**src/rtl/ttpu_pkg.sv**
```systemverilog
// ttpu_pkg: shared types and constants for the kernel sequencer slice.
//   seq_state_e : sequencer FSM states
//   ADDR_W      : weight address width
//   KSIZE_W     : kernel-size / step-counter width
//   TAG_*       : delay-line tag layout (bit 0 = accumulate, bit 1 = bias)
package ttpu_pkg;

    localparam int ADDR_W   = 16;
    localparam int KSIZE_W  = 8;
    localparam int TAG_W    = 2;
    localparam int TAG_ACC  = 0;
    localparam int TAG_BIAS = 1;

    typedef enum logic [2:0] {
        IDLE,
        INIT,
        FETCH,
        DRAIN,
        BIAS,
        BWAIT,
        DONE
    } seq_state_e;

endpackage

```
**src/rtl/kernel_sequencer_lat_pipe.sv**
```systemverilog
// lat_pipe: fixed-depth delay line that replays a transfer tag DEPTH cycles
// after it was issued, matching the memory read latency.
//   clk, rst : clock, async active-high reset
//   flush    : synchronous clear of every in-flight tag
//   din      : tag of the transfer happening this cycle ('0 if none)
//   dout     : tag of the transfer issued DEPTH cycles ago
module lat_pipe #(
    parameter int DEPTH = 2,
    parameter int W     = 2
) (
    input  logic         clk,
    input  logic         rst,
    input  logic         flush,
    input  logic [W-1:0] din,
    output logic [W-1:0] dout
);

    logic [DEPTH-1:0][W-1:0] stage;

    always_ff @(posedge clk or posedge rst) begin
        if (rst) begin
            stage <= '0;
        end else if (flush) begin
            stage <= '0;
        end else begin
            stage[0] <= din;
            for (int i = 1; i < DEPTH; i++) stage[i] <= stage[i-1];
        end
    end

    // stage[k] holds a tag issued k+1 cycles ago
    assign dout = stage[DEPTH-1];

endmodule

```
**src/rtl/kernel_sequencer.sv**
```systemverilog
// kernel_sequencer: sequences one convolution job -- pointer-bank reload,
// kernel_size weight fetches, latency drain, one bias fetch, done pulse.
//   start/abort/cfg_*  : job control and configuration (cfg sampled in IDLE)
//   busy/done/err      : job status (done, err are one-cycle pulses)
//   ptr_*              : pointer-bank control and latched configuration
//   mem_req/mem_gnt    : memory read handshake (transfer = req && gnt)
//   mac_clear/mac_acc_en/bias_load : MAC unit control, aligned to read data
//   stall_cycles       : cycles with mem_req && !mem_gnt
// Optional feature macro: SEQ_PERF_CNT_EN enables the stall counter;
// without it stall_cycles is tied to zero.
module kernel_sequencer
    import ttpu_pkg::*;
#(
    parameter int N_UNITS = 16,
    parameter int MEM_LAT = 2
) (
    input  logic                clk,
    input  logic                rst,
    input  logic                start,
    input  logic                abort,
    input  logic [ADDR_W-1:0]   cfg_start_addr,
    input  logic [KSIZE_W-1:0]  cfg_kernel_size,
    input  logic [N_UNITS-1:0]  cfg_active_units,
    output logic                busy,
    output logic                done,
    output logic                err,
    output logic                ptr_init,
    output logic                ptr_step,
    output logic [ADDR_W-1:0]   ptr_start_addr,
    output logic [KSIZE_W-1:0]  ptr_kernel_size,
    output logic [N_UNITS-1:0]  ptr_active_units,
    output logic                mem_req,
    input  logic                mem_gnt,
    output logic                mac_clear,
    output logic                mac_acc_en,
    output logic                bias_load,
    output logic [15:0]         stall_cycles
);

    localparam logic [3:0] DRAIN_LAST = 4'(MEM_LAT - 1);

    seq_state_e         state, nstate;
    logic [KSIZE_W-1:0] step_cnt;
    logic [3:0]         drain_cnt;
    logic               err_q;
    logic [TAG_W-1:0]   xfer_tag, ret_tag;
    logic               start_ok, last_step, kill;

    assign start_ok = start && (cfg_kernel_size != '0) && (|cfg_active_units);
    // 9-bit compare so kernel_size 255 terminates before the counter wraps
    assign last_step = ({1'b0, step_cnt} + 9'd1) == {1'b0, ptr_kernel_size};
    assign kill = abort && (state != IDLE);

    always_ff @(posedge clk or posedge rst) begin
        if (rst) state <= IDLE;
        else     state <= nstate;
    end

    always_comb begin
        nstate    = state;
        ptr_init  = 1'b0;
        ptr_step  = 1'b0;
        mem_req   = 1'b0;
        mac_clear = 1'b0;
        done      = 1'b0;
        xfer_tag  = '0;
        case (state)
            IDLE:  if (start_ok) nstate = INIT;
            INIT: begin
                ptr_init  = 1'b1;
                mac_clear = 1'b1;
                nstate    = FETCH;
            end
            FETCH: begin
                mem_req = 1'b1;
                if (mem_gnt) begin
                    ptr_step          = 1'b1;
                    xfer_tag[TAG_ACC] = 1'b1;
                    if (last_step) nstate = DRAIN;
                end
            end
            DRAIN: if (drain_cnt == DRAIN_LAST) nstate = BIAS;
            BIAS: begin
                mem_req = 1'b1;
                if (mem_gnt) begin
                    xfer_tag[TAG_BIAS] = 1'b1;
                    nstate             = BWAIT;
                end
            end
            BWAIT: if (bias_load) nstate = DONE;
            DONE: begin
                done   = 1'b1;
                nstate = IDLE;
            end
            default: nstate = IDLE;
        endcase
        // abort wins over a same-cycle grant: no step, no tag, no done
        if (kill) begin
            nstate   = IDLE;
            ptr_step = 1'b0;
            xfer_tag = '0;
            done     = 1'b0;
        end
    end

    assign busy = (state != IDLE);
    assign err  = err_q;

    always_ff @(posedge clk or posedge rst) begin
        if (rst) begin
            ptr_start_addr   <= '0;
            ptr_kernel_size  <= '0;
            ptr_active_units <= '0;
            step_cnt         <= '0;
            drain_cnt        <= '0;
            err_q            <= 1'b0;
        end else begin
            err_q <= (state == IDLE) && start && !start_ok;
            if (state == IDLE && start_ok) begin
                ptr_start_addr   <= cfg_start_addr;
                ptr_kernel_size  <= cfg_kernel_size;
                ptr_active_units <= cfg_active_units;
            end
            if (state == INIT)     step_cnt <= '0;
            else if (ptr_step)     step_cnt <= step_cnt + 1'b1;
            drain_cnt <= (state == DRAIN) ? drain_cnt + 1'b1 : 4'd0;
        end
    end

    lat_pipe #(.DEPTH(MEM_LAT), .W(TAG_W)) u_lat_pipe (
        .clk   (clk),
        .rst   (rst),
        .flush (kill),
        .din   (xfer_tag),
        .dout  (ret_tag)
    );

    assign mac_acc_en = ret_tag[TAG_ACC];
    assign bias_load  = ret_tag[TAG_BIAS];

`ifdef SEQ_PERF_CNT_EN
    logic [15:0] stall_q;
    always_ff @(posedge clk or posedge rst) begin
        if (rst)                                         stall_q <= '0;
        else if (state == IDLE && start_ok)              stall_q <= '0;
        else if (mem_req && !mem_gnt && stall_q != 16'hFFFF) stall_q <= stall_q + 16'd1;
    end
    assign stall_cycles = stall_q;
`else
    assign stall_cycles = '0;
`endif

endmodule

```
**config.mk**
```make
export PLATFORM = sky130hd
export DESIGN_NAME = kernel_sequencer
export DESIGN_NICKNAME = d
export VERILOG_FILES = /design/src/rtl/ttpu_pkg.sv /design/src/rtl/kernel_sequencer_lat_pipe.sv /design/src/rtl/kernel_sequencer.sv
export SDC_FILE = /design/constraint.sdc
export NUM_CORES = 1
export LEC_CHECK = 0
export ABC_AREA = 1
export BUFFER_PORTS_ARGS = -buffer_cell sky130_fd_sc_hd__buf_2
export CORE_UTILIZATION = 49
export DETAILED_ROUTE_END_ITERATION = 10
export GPL_ROUTABILITY_DRIVEN = 1
export PLACE_DENSITY = 0.79
export SLEW_MARGIN = 20
export SYNTH_ARGS = -nofsm -noshare
export SYNTH_HDL_FRONTEND = slang
export SYNTH_SLANG_ARGS = --single-unit
export TNS_END_PERCENT = 10
```
**constraint.sdc**
```tcl
create_clock -name clk -period 2 [get_ports clk]
set_input_delay 0.1 -clock clk [delete_from_list [all_inputs] [get_ports clk]]
set_output_delay 0.1 -clock clk [all_outputs]
set_load 0.02 [all_outputs]
```
==> metrics, run 1 <==
f_max=0.5406 GHz; CTS root buf=clkbuf_8; maximum VDD drop=0.9319 mV; Final Non-Filler Cells=504; Wirelength per Cell=14.25 um; crit path to=ptr_step; CTS max path bufs=2; first-pass GRT wire length=11.62 mm; Slew Limit Fails=0; Cell variety after synth=28; Area growth syn-to-layout=30.25%; post-synthesis sequential area ratio=0.5021; vias per inst=4.976; Critical Path Source=state[2]; Period Utilization, post-route=0.9249; die span in x=80.12 um; share of layout cells above drive strength 1=0.3613; Max H-tree Level=3; hold slack=0.02016 ns; clock skew=0.008221 ns; initial antenna violation count=0; Crit Path Class=reg -> out; yosys warns=0; Final Critical Period=1.850 ns; R2R depth=16; vias in the first global route=2453; diodes inserted=0; drt drc=0; Routed Wire Length=7.184 mm; largest net degree at the start of global routing=30; Initial Util=0.5051; I/O Pins=110; R2R setup slack=0.20 ns; Synth area leaders=dfrtp_1 50%, mux2_4 8.0%, nand2_1 6.5%; worst r2r src=step_cnt[1]; Die H=80.12 um; Final Setup Violations=0; CTS tree=built; Leak=2.029 nW; HPWL after DPL=4.859 mm; CORE AREA=0.005921 mm2; Clock Sinks=60; R2R Path End=state[2]; port bufs=93; #FFs+latches synth=60; nets@finish=472; unrepaired setup endpoints after global routing=true; startpoint types=register; GRT Util Overall=0.2429; pre-CTS worst setup slack=0.2030 ns; CP Capture Type=output port; Detail Route Antenna Nets=0; Synth area leader=dfrtp_1; gr ovfl total=0; Hold Vio Cnt, Final=0; clock-pin transition on the worst setup and hold timing paths=0.06 ns; die area=0.006419 mm2; Post-Synthesis Cells=300; # Max-Cap Violations=0; Post-Synthesis Cell Area=0.002990 mm2; # rows=28; total number of vias=2508; CP required=1.90 ns; cell area power density=1469 mW/mm2; Hold WC Path Type=in -> reg; fin util=0.6579; worst path arrival time=1.75 ns; DRT iter0 DRCs=180; Inst Count DP=465; post-route setup slack=0.1501 ns; GPL Wtd Cong=0.8563; Num CTS Buffers=9; Avg Cell Area, Syn=9.968 um2; top-area cell type share of the netlist area=0.5021; CP Max Fanout=8; Clock Latency Late Sink=0.33 ns; Pre-antenna DRT Iters=4; # fillers=428; status=finished, final reports clean
-- cells by family (layout without fill, tap and decap cells) --
group,after synthesis,in the layout,synth area share
XOR/XNOR,2,2,0.005859
adder cells (fa/ha/maj),3,3,0.01255
multiplexers,33,33,0.1444
AND/OR/NAND/NOR,116,116,0.1778
buffers and inverters,58,172,0.1050
AO/OA/AOI/OAI,27,27,0.05105
other,1,16,0.001254
flip-flops,60,60,0.5021
-- stage by stage --
step	setup TNS [ns]	area (um2)	power, W
4_1_cts	0	3887	0.005712
3_5_place_dp	0	3473	0.004614
3_3_place_gp	0	3473	0.004543
5_1_grt	-0.03759	3895	0.006049
6_report	0	3895	0.005721
2_1_floorplan	0	3047	0.003881
-- critical path, cell delays in order (launching register included) --
cell	delay, ns
dfrtp_1	0.48
inv_2	0.11
nand2_1	0.11
nand2_1	0.22
nand3_4	0.17
inv_2	0.15
buf_2	0.18
-- timing repair --
action / 4_1_cts / 5_1_grt
hold endpoints to repair: 35 / 0
gates resized for setup: 0 / 2
buffers inserted: 0 / 0
setup endpoints to repair: 0 / 3
hold buffers: 23 / 0
-- worst min path at each step --
stage                                    start                   end  depth (start not counted)
final                     cfg_active_units[13]  ptr_active_units[13]                          2
after global routing       cfg_active_units[1]   ptr_active_units[1]                          2
after CTS                 cfg_active_units[13]  ptr_active_units[13]                          2
after detailed placement                   rst    u_lat_pipe.dout[1]                          2
after global placement                     rst                   err                          2
after floorplan                          start                   err                          2
-- state kept, by name (all words and copies together) (netlist names) --
signal,cells
err,1
ptr_start_addr,16
u_lat_pipe.stage,2
step_cnt,8
ptr_active_units,16
ptr_kernel_size,8
drain_cnt,4
u_lat_pipe.dout,2
state,3
-- cells in the final DEF (no fill, tap or decap), types with 2 or more instances in the layout --
cell type | synthesis | final
nand3b_1 | 3 | 3
mux2_4 | 16 | 16
o21ai_0 | 8 | 8
nor2_1 | 21 | 21
clkbuf_1 | 0 | 2
ha_1 | 3 | 3
o21bai_1 | 2 | 2
nor3_1 | 2 | 2
conb_1 | 1 | 16
mux2_2 | 17 | 17
inv_1 | 34 | 32
clkinv_2 | 0 | 3
o22ai_1 | 5 | 5
dfrtp_1 | 60 | 60
nand2_1 | 52 | 52
clkbuf_8 | 0 | 9
inv_2 | 1 | 3
dlygate4sd3_1 | 0 | 23
nand2_2 | 2 | 2
buf_2 | 2 | 93
nand3_1 | 24 | 24
nor4_1 | 7 | 7
a21oi_1 | 10 | 10
nor2_4 | 2 | 2
buf_4 | 17 | 4
-- final cells by class --
type	count	area, um2	share of cell area
flip-flops and latches	60	1501	0.3855
multi-input cells	197	1239	0.3180
clock buffers	11	131.4	0.03373
clock inverters	5	52.55	0.01349
inverters	35	131.4	0.03373
well taps	75	93.84	0.02409
repair buffers	121	745.7	0.1915
-- where the power goes --
group          internal [W]  switching [W]  total (W)
Combinational       0.00112        0.00155    0.00267
Sequential          0.00168       0.000332    0.00202
Clock              0.000569       0.000467    0.00104
-- per-layer routing --
| layer | track usage | wire length (um) | up-vias |
|---|---|---|---|
| met1 | 0.2853 | 2839 | 1181 |
| met3 | 0.08636 | 638 | 14 |
| met4 | 0.08214 | 140 | 0 |
| li1 | - | - | 1203 |
| met2 | 0.4120 | 3566 | 110 |
| met5 | 0 | 0 | - |
-- cells in the mapped netlist --
cell	count
nand3_1	24
conb_1	1
mux2_2	17
nand2_2	2
nor4_1	7
inv_2	1
xnor2_1	1
buf_2	2
o21bai_1	2
nand3_2	2
a21oi_1	10
inv_1	34
nor2_4	2
buf_6	4
nor3_1	2
buf_4	17
o22ai_1	5
ha_1	3
nand2_1	52
o21ai_0	8
o21ai_2	1
mux2_4	16
dfrtp_1	60
xor2_1	1
nand4_1	1
o31ai_1	1
nor2_1	21
nand3b_1	3
Note: power is estimated with default switching activity, not from simulation.
==> run 2, diff against run 1 <==
--- a/config.mk
+++ b/config.mk
@@ -7,10 +7,9 @@
 export LEC_CHECK = 0
 export ABC_AREA = 1
 export BUFFER_PORTS_ARGS = -buffer_cell sky130_fd_sc_hd__buf_2
-export CORE_UTILIZATION = 49
+export CORE_UTILIZATION = 30
 export DETAILED_ROUTE_END_ITERATION = 10
 export GPL_ROUTABILITY_DRIVEN = 1
-export PLACE_DENSITY = 0.79
 export SLEW_MARGIN = 20
 export SYNTH_ARGS = -nofsm -noshare
 export SYNTH_HDL_FRONTEND = slang
==> metrics, run 2 (same netlist as run 1, synthesis figures left out) <==
Relative slew margins=0.6127; Max H-tree Level=3 (unchanged); Period Utilization, post-route=0.9247 (about the same); pre-CTS worst setup slack=0.2256 ns (+0.02266 ns); diodes inserted=0 (unchanged); Inst Count DP=521 (+12%); R2R depth=16 (unchanged); worst hold endpoint=err; R2R Path End=state[2]; CTS root buf=clkbuf_8; vias per inst=4.462 (-10%); drt drc=0 (unchanged); maximum VDD drop=0.8501 mV (-8.8%); Final Setup Violations=0 (unchanged); CTS tree=built; R2R setup slack=0.22 ns (+0.02 ns); CP Capture Type=register; GPL Wtd Cong=0.8421 (-1.7%); gr ovfl total=0 (unchanged); vias in the first global route=2514 (+2.5%); most frequent cells in the layout=93 x buf_2, 60 x dfrtp_1, 52 x nand2_1; die span in x=101.8 um (+27%); nets@finish=477 (+1.1%); worst r2r src=step_cnt[0]; hold_sp=start; clock skew=0.004196 ns (-0.004025 ns); Die H=101.8 um (+27%); Final Non-Filler Cells=567 (+13%); Initial Util=0.3074 (-0.1977); CORE AREA=0.009729 mm2 (+64%); total number of vias=2530 (+0.88%); HPWL after DPL=5.144 mm (+5.9%); commonest non-fill, non-tap cell in the layout=buf_2; Hold WC Path Type=in -> reg; post-route setup slack=0.1506 ns (+0.0005390 ns); Worst Tran Pin Value=0.5801 ns; status=finished, final reports clean; Clock Sinks=60 (unchanged); initial antenna violation count=1 (+1); GRT Util Overall=0.1469 (-0.09598); worst path arrival time=2.07 ns (+0.32 ns); first-pass GRT wire length=11.51 mm (-0.95%); Wirelength per Cell=12.64 um (-11%); Final Critical Period=1.849 ns (-0.0005390 ns); Num CTS Buffers=9 (unchanged); Hold Path Depth=3 (+1); Slew Limit Fails=0 (unchanged); fin util=0.4167 (-0.2412); f_max=0.5407 GHz (about the same); unrepaired setup endpoints after global routing=true; I/O Pins=110 (unchanged); Leak=2.064 nW (+1.7%); DRT iter0 DRCs=65 (-64%); Area growth syn-to-layout=35.56%; CP required=2.22 ns (+0.32 ns); setup_tns=0 ns (unchanged); die area=0.01037 mm2 (+62%); clock-pin transition on the worst setup and hold timing paths=0.07 ns (about the same); Pre-antenna DRT Iters=6 (+2); # Max-Cap Violations=0 (unchanged); Routed Wire Length=7.166 mm (-0.25%); startpoint types=input port; CP Max Fanout=25 (+17); # rows=36 (+29%); Clock Latency Late Sink=0.34 ns (about the same); CTS max path bufs=2 (unchanged); share of layout cells above drive strength 1=0.3618 (+0.0004458); Crit Path Class=in -> reg; Detail Route Antenna Nets=0 (unchanged); Hold Vio Cnt, Final=0 (unchanged); cell area power density=1421 mW/mm2 (-3.2%); Top Registers=ptr_active_units x16, ptr_start_addr x16; largest net degree at the start of global routing=36 (+20%); port bufs=93 (unchanged)
-- run 2: cell types whose count changed in the layout (fill, tap and decap cells not counted), sizes merged --
| cell | previous run | this run |
|---|---|---|
| dlygate4sd3 | 23 | 28 |
-- run 2: routing by layer --
layer | GRT usage | part of all wire | wire (um) | vias up
met5 | 0 | 0.0018 | 13 | -
met2 | 0.2422 | 0.48 | 3452 | 108
li1 | - | - | - | 1208
met1 | 0.1734 | 0.43 | 3069 | 1186
met4 | 0.07473 | 0.029 | 209 | 2
met3 | 0.04583 | 0.059 | 421 | 26
-- run 2: how the worst max path moves through the flow --
stage	startpoint	end	slack, ns	depth (start not counted)
3_5_place_dp	step_cnt[0]	state[1]	0.23	16
3_3_place_gp	step_cnt[0]	state[2]	0.25	16
2_1_floorplan	step_cnt[0]	state[1]	0.36	16
6_report	cfg_active_units[9]	ptr_active_units[10]	0.15	7
4_1_cts	state[2]	ptr_step	0.04	6
5_1_grt	step_cnt[0]	state[1]	-0.02	16
-- run 2: where the power goes --
group	total (W)	internal (W)	switching, W	leakage [nW]
registers	0.00200	0.00168	0.000311	0.742
clock network	0.00105	0.000569	0.000480	0.0931
logic	0.00272	0.00116	0.00156	1.23
-- run 2: layout make-up --
class,instances,area [um2]
clock inverter,5,52.55
fill,977,5675
clock buffer,11,131.4
multi-input combinational,197,1250
tap,133,166.4
inverter,35,131.4
timing repair buffer,126,820.8
sequential,60,1501
-- run 2: per-stage QoR --
stage	power [W]	hold slack (ns)	area [um2]
4_1_cts	0.005782	0.0006462	4025
3_3_place_gp	0.004622	0.1994	3556
2_1_floorplan	0.003881	0.2268	3047
6_report	0.005762	0.01128	4054
3_5_place_dp	0.004660	0.2008	3556
5_1_grt	0.006145	0.004621	4054
-- run 2: worst max-delay path, stage by stage --
cell and delay, ns:
dlygate4sd3_1 0.53, buf_2 0.12, nor4_1 0.37, nand4_1 0.21
nand3_2 0.16, buf_12 0.21, mux2_2 0.35
-- run 2: what timing repair did --
item,4_1_cts,5_1_grt
resized for setup,1,3
endpoints found under the setup margin,1,14
hold buffers,28,0
hold endpoints to repair,52,0
buffers inserted,0,2
